`src/rtl/alu_iter_if.sv`:
```
// alu_iter_if: operation request / completion bundle between the control path and alu_iter.
interface alu_iter_if #(
   parameter int WIDTH = 32,
   parameter int SHW   = 5
);
   logic             start;
   logic [3:0]       alucontrol;
   logic [WIDTH-1:0] a;
   logic [WIDTH-1:0] b;
   logic [SHW-1:0]   shamt;
   logic             busy;
   logic             done;
   logic [WIDTH-1:0] result;
   logic             zero;
   logic             illegal;

   modport master (
      output start, alucontrol, a, b, shamt,
      input  busy, done, result, zero, illegal
   );

   modport slave (
      input  start, alucontrol, a, b, shamt,
      output busy, done, result, zero, illegal
   );
endinterface

```
`src/rtl/alu_iter.sv`:
```
// alu_iter: ALU with single-cycle logic/arith ops and iterative one-bit-per-cycle sll/srl.
module alu_iter #(
   parameter int WIDTH = 32,
   parameter int SHW   = 5
) (
   input logic        clk,
   input logic        reset,
   alu_iter_if.slave  bus
);
   typedef enum logic [1:0] {IDLE, SHIFT, DONE} state_t;

   state_t           state, next;
   logic [WIDTH-1:0] sreg, sreg_nxt, alu_res, result;
   logic [SHW-1:0]   cnt;
   logic             left, legal, is_shift, long_shift, accept, finish, zero, illegal;

   assign accept     = bus.start && state != SHIFT;
   assign is_shift   = bus.alucontrol == 4'b1010 || bus.alucontrol == 4'b1100;
   assign long_shift = is_shift && bus.shamt != '0;
   assign finish     = state == SHIFT && cnt == SHW'(1);
   assign sreg_nxt   = left ? sreg << 1 : sreg >> 1;

   assign bus.busy    = state == SHIFT;
   assign bus.done    = state == DONE;
   assign bus.result  = result;
   assign bus.zero    = zero;
   assign bus.illegal = illegal;

   // shift codes pass b through here; this is the shamt=0 result
   always_comb begin
      alu_res = '0;
      legal   = 1'b1;
      case (bus.alucontrol)
         4'b0000: alu_res = bus.a & bus.b;
         4'b0001: alu_res = bus.a | bus.b;
         4'b0010: alu_res = bus.a + bus.b;
         4'b0110: alu_res = bus.a - bus.b;
         4'b0111: alu_res = {{(WIDTH-1){1'b0}}, bus.a < bus.b};
         4'b1010, 4'b1100: alu_res = bus.b;
         default: legal = 1'b0;
      endcase
   end

   always_comb begin
      next = IDLE;
      if (state == SHIFT) next = finish ? DONE : SHIFT;
      else if (accept) next = long_shift ? SHIFT : DONE;
   end

   always_ff @(posedge clk or posedge reset)
      if (reset) state <= IDLE;
      else state <= next;

   always_ff @(posedge clk or posedge reset) begin
      if (reset) begin
         sreg    <= '0;
         cnt     <= '0;
         left    <= 1'b0;
         result  <= '0;
         zero    <= 1'b1;
         illegal <= 1'b0;
      end else if (accept) begin
         if (long_shift) begin
            sreg <= bus.b;
            cnt  <= bus.shamt;
            left <= bus.alucontrol == 4'b1010;
         end else begin
            result  <= alu_res;
            zero    <= alu_res == '0;
            illegal <= !legal;
         end
      end else if (state == SHIFT) begin
         sreg <= sreg_nxt;
         cnt  <= cnt - SHW'(1);
         if (finish) begin
            result  <= sreg_nxt;
            zero    <= sreg_nxt == '0;
            illegal <= 1'b0;
         end
      end
   end
endmodule

```
`src/flat_wrapper.sv`:
```
// flat-port wrapper written by rule: the top's interface ports become plain ports
module alu_iter_flat 
#(
   parameter int WIDTH = 32,
   parameter int SHW   = 5
)
  (clk, reset, bus_start, bus_alucontrol, bus_a, bus_b, bus_shamt, bus_busy, bus_done, bus_result, bus_zero, bus_illegal);
  alu_iter_if #(.WIDTH(WIDTH), .SHW(SHW)) bus_i ();
  input logic clk;
  input logic reset;
  input wire logic [$bits(bus_i.start)-1:0] bus_start;
  input wire logic [$bits(bus_i.alucontrol)-1:0] bus_alucontrol;
  input wire logic [$bits(bus_i.a)-1:0] bus_a;
  input wire logic [$bits(bus_i.b)-1:0] bus_b;
  input wire logic [$bits(bus_i.shamt)-1:0] bus_shamt;
  output wire logic [$bits(bus_i.busy)-1:0] bus_busy;
  output wire logic [$bits(bus_i.done)-1:0] bus_done;
  output wire logic [$bits(bus_i.result)-1:0] bus_result;
  output wire logic [$bits(bus_i.zero)-1:0] bus_zero;
  output wire logic [$bits(bus_i.illegal)-1:0] bus_illegal;
  assign bus_i.start = bus_start;
  assign bus_i.alucontrol = bus_alucontrol;
  assign bus_i.a = bus_a;
  assign bus_i.b = bus_b;
  assign bus_i.shamt = bus_shamt;
  assign bus_busy = bus_i.busy;
  assign bus_done = bus_i.done;
  assign bus_result = bus_i.result;
  assign bus_zero = bus_i.zero;
  assign bus_illegal = bus_i.illegal;
  alu_iter #(.WIDTH(WIDTH), .SHW(SHW)) u_core (.clk(clk), .reset(reset), .bus(bus_i));
endmodule
```
`config.mk`:
```
export PLATFORM = sky130hd
export DESIGN_NAME = alu_iter_flat
export DESIGN_NICKNAME = d
export VERILOG_FILES = /design/src/rtl/alu_iter_if.sv /design/src/rtl/alu_iter.sv /design/src/flat_wrapper.sv
export SDC_FILE = /design/constraint.sdc
export NUM_CORES = 1
export LEC_CHECK = 0
export BUFFER_PORTS_ARGS = -buffer_cell sky130_fd_sc_hd__buf_4
export CELL_PAD_IN_SITES_DETAIL_PLACEMENT = 0
export CELL_PAD_IN_SITES_GLOBAL_PLACEMENT = 1
export CORE_MARGIN = 5
export CORE_UTILIZATION = 40
export DETAILED_ROUTE_END_ITERATION = 12
export MAX_ROUTING_LAYER = met4
export PLACE_DENSITY = 0.81
export SYNTH_ARGS = -nofsm -noshare
export SYNTH_HDL_FRONTEND = slang
export SYNTH_SLANG_ARGS = --single-unit
```
`constraint.sdc`:
```
create_clock -name clk -period 3.35 [get_ports clk]
set_input_delay 0.1675 -clock clk [delete_from_list [all_inputs] [get_ports clk]]
set_output_delay 0.1675 -clock clk [all_outputs]
set_load 0.02 [all_outputs]
```
==> tab_implementation.tex <==
\begin{tabular}{lr}
\hline
Metric & Value \\
\hline
\multicolumn{2}{l}{\textbf{STA}} \\
\quad Number of hold violations in the final report & 0 \\
\quad Slew @ Worst Pin & 0.697 ns \\
\quad Setup Viol. Count Final & 0 \\
\quad Final-report max-slew violation count & 0 \\
\quad RSZ-0062 raised after global routing & yes \\
\quad Relative slew slack & 53.0\% \\
\quad Minimum setup slack in the final design & 0.0789 ns \\
\quad Timing-limited maximum frequency & 0.306 GHz \\
\quad Final-layout setup total negative slack & 0 ns \\
\quad Worst-case hold slack & 0.0856 ns \\
\quad Final setup skew & 0.0136 ns \\
\quad Fin crit share & 97.6\% \\
\quad Shortest period the worst path allows & 3.27 ns \\
\multicolumn{2}{l}{\textbf{Logic synthesis}} \\
\quad Netlist Area Pre-Place & 9550 um\^{}2 \\
\quad Async SR Flop Fraction & 100\% \\
\quad Syn nets & 1,488 \\
\quad Cell type with the highest aggregate area in the netlist & sky130\_fd\_sc\_hd\_\_dfrtp\_1 \\
\quad Post-synthesis instance total & 1,304 \\
\quad Main synth FF type & sky130\_fd\_sc\_hd\_\_dfrtp\_1 \\
\quad EDFF count, synth & 0 \\
\quad Commonest cells in the netlist & 141 x sky130\_fd\_sc\_hd\_\_nand2\_1, 139 x sky130\_fd\_sc\_hd\_\_o21ai\_0, 130 x sky130\_fd\_sc\_hd\_\_nor2\_1 \\
\quad Number of different library cells in the post-synthesis netlist & 94 \\
\quad Post-synth top area share & 19.1\% \\
\quad Mean area per synthesized cell & 7.32 um\^{}2 \\
\quad Largest cells by area after synthesis & sky130\_fd\_sc\_hd\_\_dfrtp\_1 19\%, sky130\_fd\_sc\_hd\_\_ha\_1 14\%, sky130\_fd\_sc\_hd\_\_o21ai\_0 7.3\% \\
\quad Syn. warnings & 0 \\
\quad Total of flip-flops plus latches after synthesis & 74 \\
\quad Share of synthesized area occupied by flip-flops and latches & 19.4\% \\
\quad Most common cell in the synthesized netlist & sky130\_fd\_sc\_hd\_\_nand2\_1 \\
\multicolumn{2}{l}{\textbf{Routing}} \\
\quad Via count & 10,600 \\
\quad Via density & 5.63 \\
\quad Mean routed wirelength per cell & 19.2 um \\
\quad Initial DRC Count & 928 \\
\quad Total Wirelength & 36.2 mm \\
\quad First-pass detailed-route iteration total & 6 \\
\quad Detail Route Antenna Nets & 0 \\
\quad Post-route DRC & 0 \\
\multicolumn{2}{l}{\textbf{Critical path}} \\
\quad Slowest cell on crit path & sky130\_fd\_sc\_hd\_\_fa\_2 \\
\quad Required time of the critical path & 3.57 ns \\
\quad Cell chain of the critical path & buf\_6, inv\_4, ha\_4, fa\_2, or2\_1, a211o\_1, buf\_4, a21oi\_2, nand2\_1, a21oi\_2, buf\_4, a31oi\_1, a21oi\_1, o31ai\_1, a211oi\_2, buf\_4, a21oi\_1, mux2\_2 \\
\quad Logic depth of the worst register-to-register path & 11 \\
\quad Crit. path cell count & 18 \\
\quad Most used cell, CP & sky130\_fd\_sc\_hd\_\_buf\_4 \\
\quad Type of element launching the critical path & input port \\
\quad Buf+Inv Stages, Crit Path & 5 \\
\quad Endpoint arrival time on the critical path & 3.49 ns \\
\quad Critical path fanouts, max & 2 \\
\quad Delay of the slowest cell on the worst path & 0.35 ns \\
\quad Cell family with the largest share of critical-path delay & compound AO/OA/AOI/OAI gates \\
\quad Setup crit end kind & flip-flop \\
\quad Crit Path Class & in -> reg \\
\multicolumn{2}{l}{\textbf{Final layout}} \\
\quad Area added between synthesis and finish & 30.0\% \\
\quad Nets & 1,746 \\
\quad Final core utilization & 52.9\% \\
\quad Fin cells & 1,886 \\
\quad Final design instance area without fill & 12,400 um\^{}2 \\
\quad ANT cells & 0 \\
\quad Fraction of layout cells with a size suffix above 1 & 25.8\% \\
\multicolumn{2}{l}{\textbf{Pwr}} \\
\quad Power density of the placed cells & 418 nW/um\^{}2 \\
\quad Static Leak & 5.75 nW \\
\quad Largest voltage drop on the vdd net & 0.262 mV \\
\quad Pwr Total & 5.18 mW \\
\multicolumn{2}{l}{\textbf{Placement}} \\
\quad Cell area after placement & 12,000 um\^{}2 \\
\quad Number of port buffers & 111 \\
\quad Detailed placement HPWL & 29.1 mm \\
\quad Placed cell count & 1,866 \\
\quad Setup slack after placement & -0.397 ns \\
\quad GP Congestion & 1.02 \\
\multicolumn{2}{l}{\textbf{Clock tree}} \\
\quad Root buffer cell & sky130\_fd\_sc\_hd\_\_clkbuf\_16 \\
\quad Clock slew at the register clock pins of the worst setup and hold paths & 0.06 ns \\
\quad Clk\_lat worst skew & 0.34 ns \\
\quad Total number of H-tree levels & 3 \\
\quad Number of buffers on the longest clock path & 2 \\
\quad Number of buffers added by the clock tree synthesis step & 9 \\
\quad TritonCTS Sinks & 74 \\
\quad TritonCTS clock tree & done \\
\multicolumn{2}{l}{\textbf{Global route}} \\
\quad Pin count of the biggest net entering global routing & 66 \\
\quad Leftover overflow at the end of global routing & 0 \\
\quad Global-route wire length before repair & 56.5 mm \\
\quad Number of antenna violations at the first check in global routing & 1 \\
\quad Total Routing Usage GR & 27.1\% \\
\quad Vias in the first global route & 10,200 \\
\multicolumn{2}{l}{\textbf{Floorplan}} \\
\quad Die span in x & 165 um \\
\quad Placeable core area & 23,500 um\^{}2 \\
\quad I/O pin count & 112 \\
\quad Site row count & 56 \\
\quad DIE HEIGHT & 165 um \\
\quad Initial core utilization & 40.7\% \\
\quad Overall die area & 27,100 um\^{}2 \\
\multicolumn{2}{l}{\textbf{Min path}} \\
\quad Worst hold path cell count & 2 \\
\quad HP Class & in -> reg \\
\multicolumn{2}{l}{\textbf{Outcome}} \\
\quad Run status & completed \\
\multicolumn{2}{l}{\textbf{Run}} \\
\quad Max-cap check violation count & 0 \\
\hline
\end{tabular}
state kept, by name, indices dropped and copies added (netlist names):
name	count
u_core.cnt	5
u_core.sreg	32
u_core.left	1
u_core.bus.illegal	1
u_core.state	2
u_core.bus.zero	1
u_core.bus.result	32
area by class of cell:
| class | count | area, um^2 |
|---|---|---|
| Sequential cell | 74 | 1850 |
| Timing Repair Buffer | 324 | 2490 |
| Clock buffer | 11 | 243 |
| Inverter | 119 | 453 |
| Tap cell | 319 | 399 |
| Clock inverter | 5 | 31.3 |
| Fill cell | 2346 | 11100 |
| Multi-Input combinational cell | 1034 | 6940 |
cells by family after synthesis:
| group | count (synthesis) | share of synthesized area (%) |
|---|---|---|
| compound gates | 452 | 30.7 |
| simple gates | 408 | 19.7 |
| buf+inv | 196 | 9.18 |
| fa+ha+maj | 108 | 14.3 |
| flops | 74 | 19.4 |
| mux | 48 | 5.08 |
| xor+xnor | 18 | 1.65 |
per-layer routing:
layer  routed length (um)  GRT usage (%)  vias to the layer above
li1                     -              -                     5170
met1                16600           38.1                     4997
met2                16000           41.1                      395
met3                 2820           3.92                       60
met4                  795           7.03                        0
met5                    0              -                        -
worst reg2reg max path, stage by stage, from the launching register on:
cell and delay, ns:
sky130_fd_sc_hd__dfrtp_1 0.37, sky130_fd_sc_hd__nand2b_1 0.24, sky130_fd_sc_hd__and2_1 0.23, sky130_fd_sc_hd__o311ai_0 0.23
sky130_fd_sc_hd__nor4b_1 0.37, sky130_fd_sc_hd__buf_4 0.18, sky130_fd_sc_hd__nand4_1 0.09, sky130_fd_sc_hd__nor3b_1 0.22
sky130_fd_sc_hd__nand4_1 0.13, sky130_fd_sc_hd__nor3_2 0.20, sky130_fd_sc_hd__nand4_1 0.16, sky130_fd_sc_hd__o41ai_2 0.22
layout by cell type (no fill, tap or decap), drive strengths merged, types with 11 or more instances in the layout:
master,Yosys,routed
buf,22,323
o21ai,143,143
nand2,141,141
nor2,133,133
a21oi,126,126
inv,119,118
ha,106,106
dfrtp,73,73
mux2i,44,44
nor3,32,32
a211oi,30,30
nand3,22,22
o31ai,17,17
xnor2,15,15
nor4,15,15
a31oi,13,13
a22oi,13,13
nand4,12,12
clkbuf,54,11
a2111oi,11,11
power by group:
part / internal [mW] / leakage, nW / switching [mW]
clock network: 0.519 / 0.135 / 0.375
registers: 1.24 / 0.876 / 0.363
logic: 1.17 / 4.74 / 1.52
total: 2.92 / 5.75 / 2.26
path summary, 6_finish.rpt:
check                                                     to  slack (ns)                        from
setup / recovery           u_core.bus.result[26]$_DFFE_PP0P_        0.08                    bus_a[0]
hold / removal                     u_core.cnt[0]$_DFFE_PP0P_        0.09                bus_shamt[0]
setup reg to reg                 u_core.bus.zero$_DFFE_PP1P_        0.62   u_core.state[0]$_DFF_PP0_
hold reg to reg                   u_core.sreg[0]$_DFFE_PP0P_        0.49  u_core.sreg[0]$_DFFE_PP0P_
max in group asynchronous         u_core.sreg[3]$_DFFE_PP0P_        2.13                       reset
min in group asynchronous        u_core.sreg[28]$_DFFE_PP0P_        0.48                       reset
what timing repair did:
action,in CTS,in global routing
hold endpoints to repair,35,0
hold buffers,1,0
setup buffers,0,3
setup endpoints to repair,2,7
gates resized for setup,2,35
pin swaps,0,26
(Power assumes the default switching activity.)
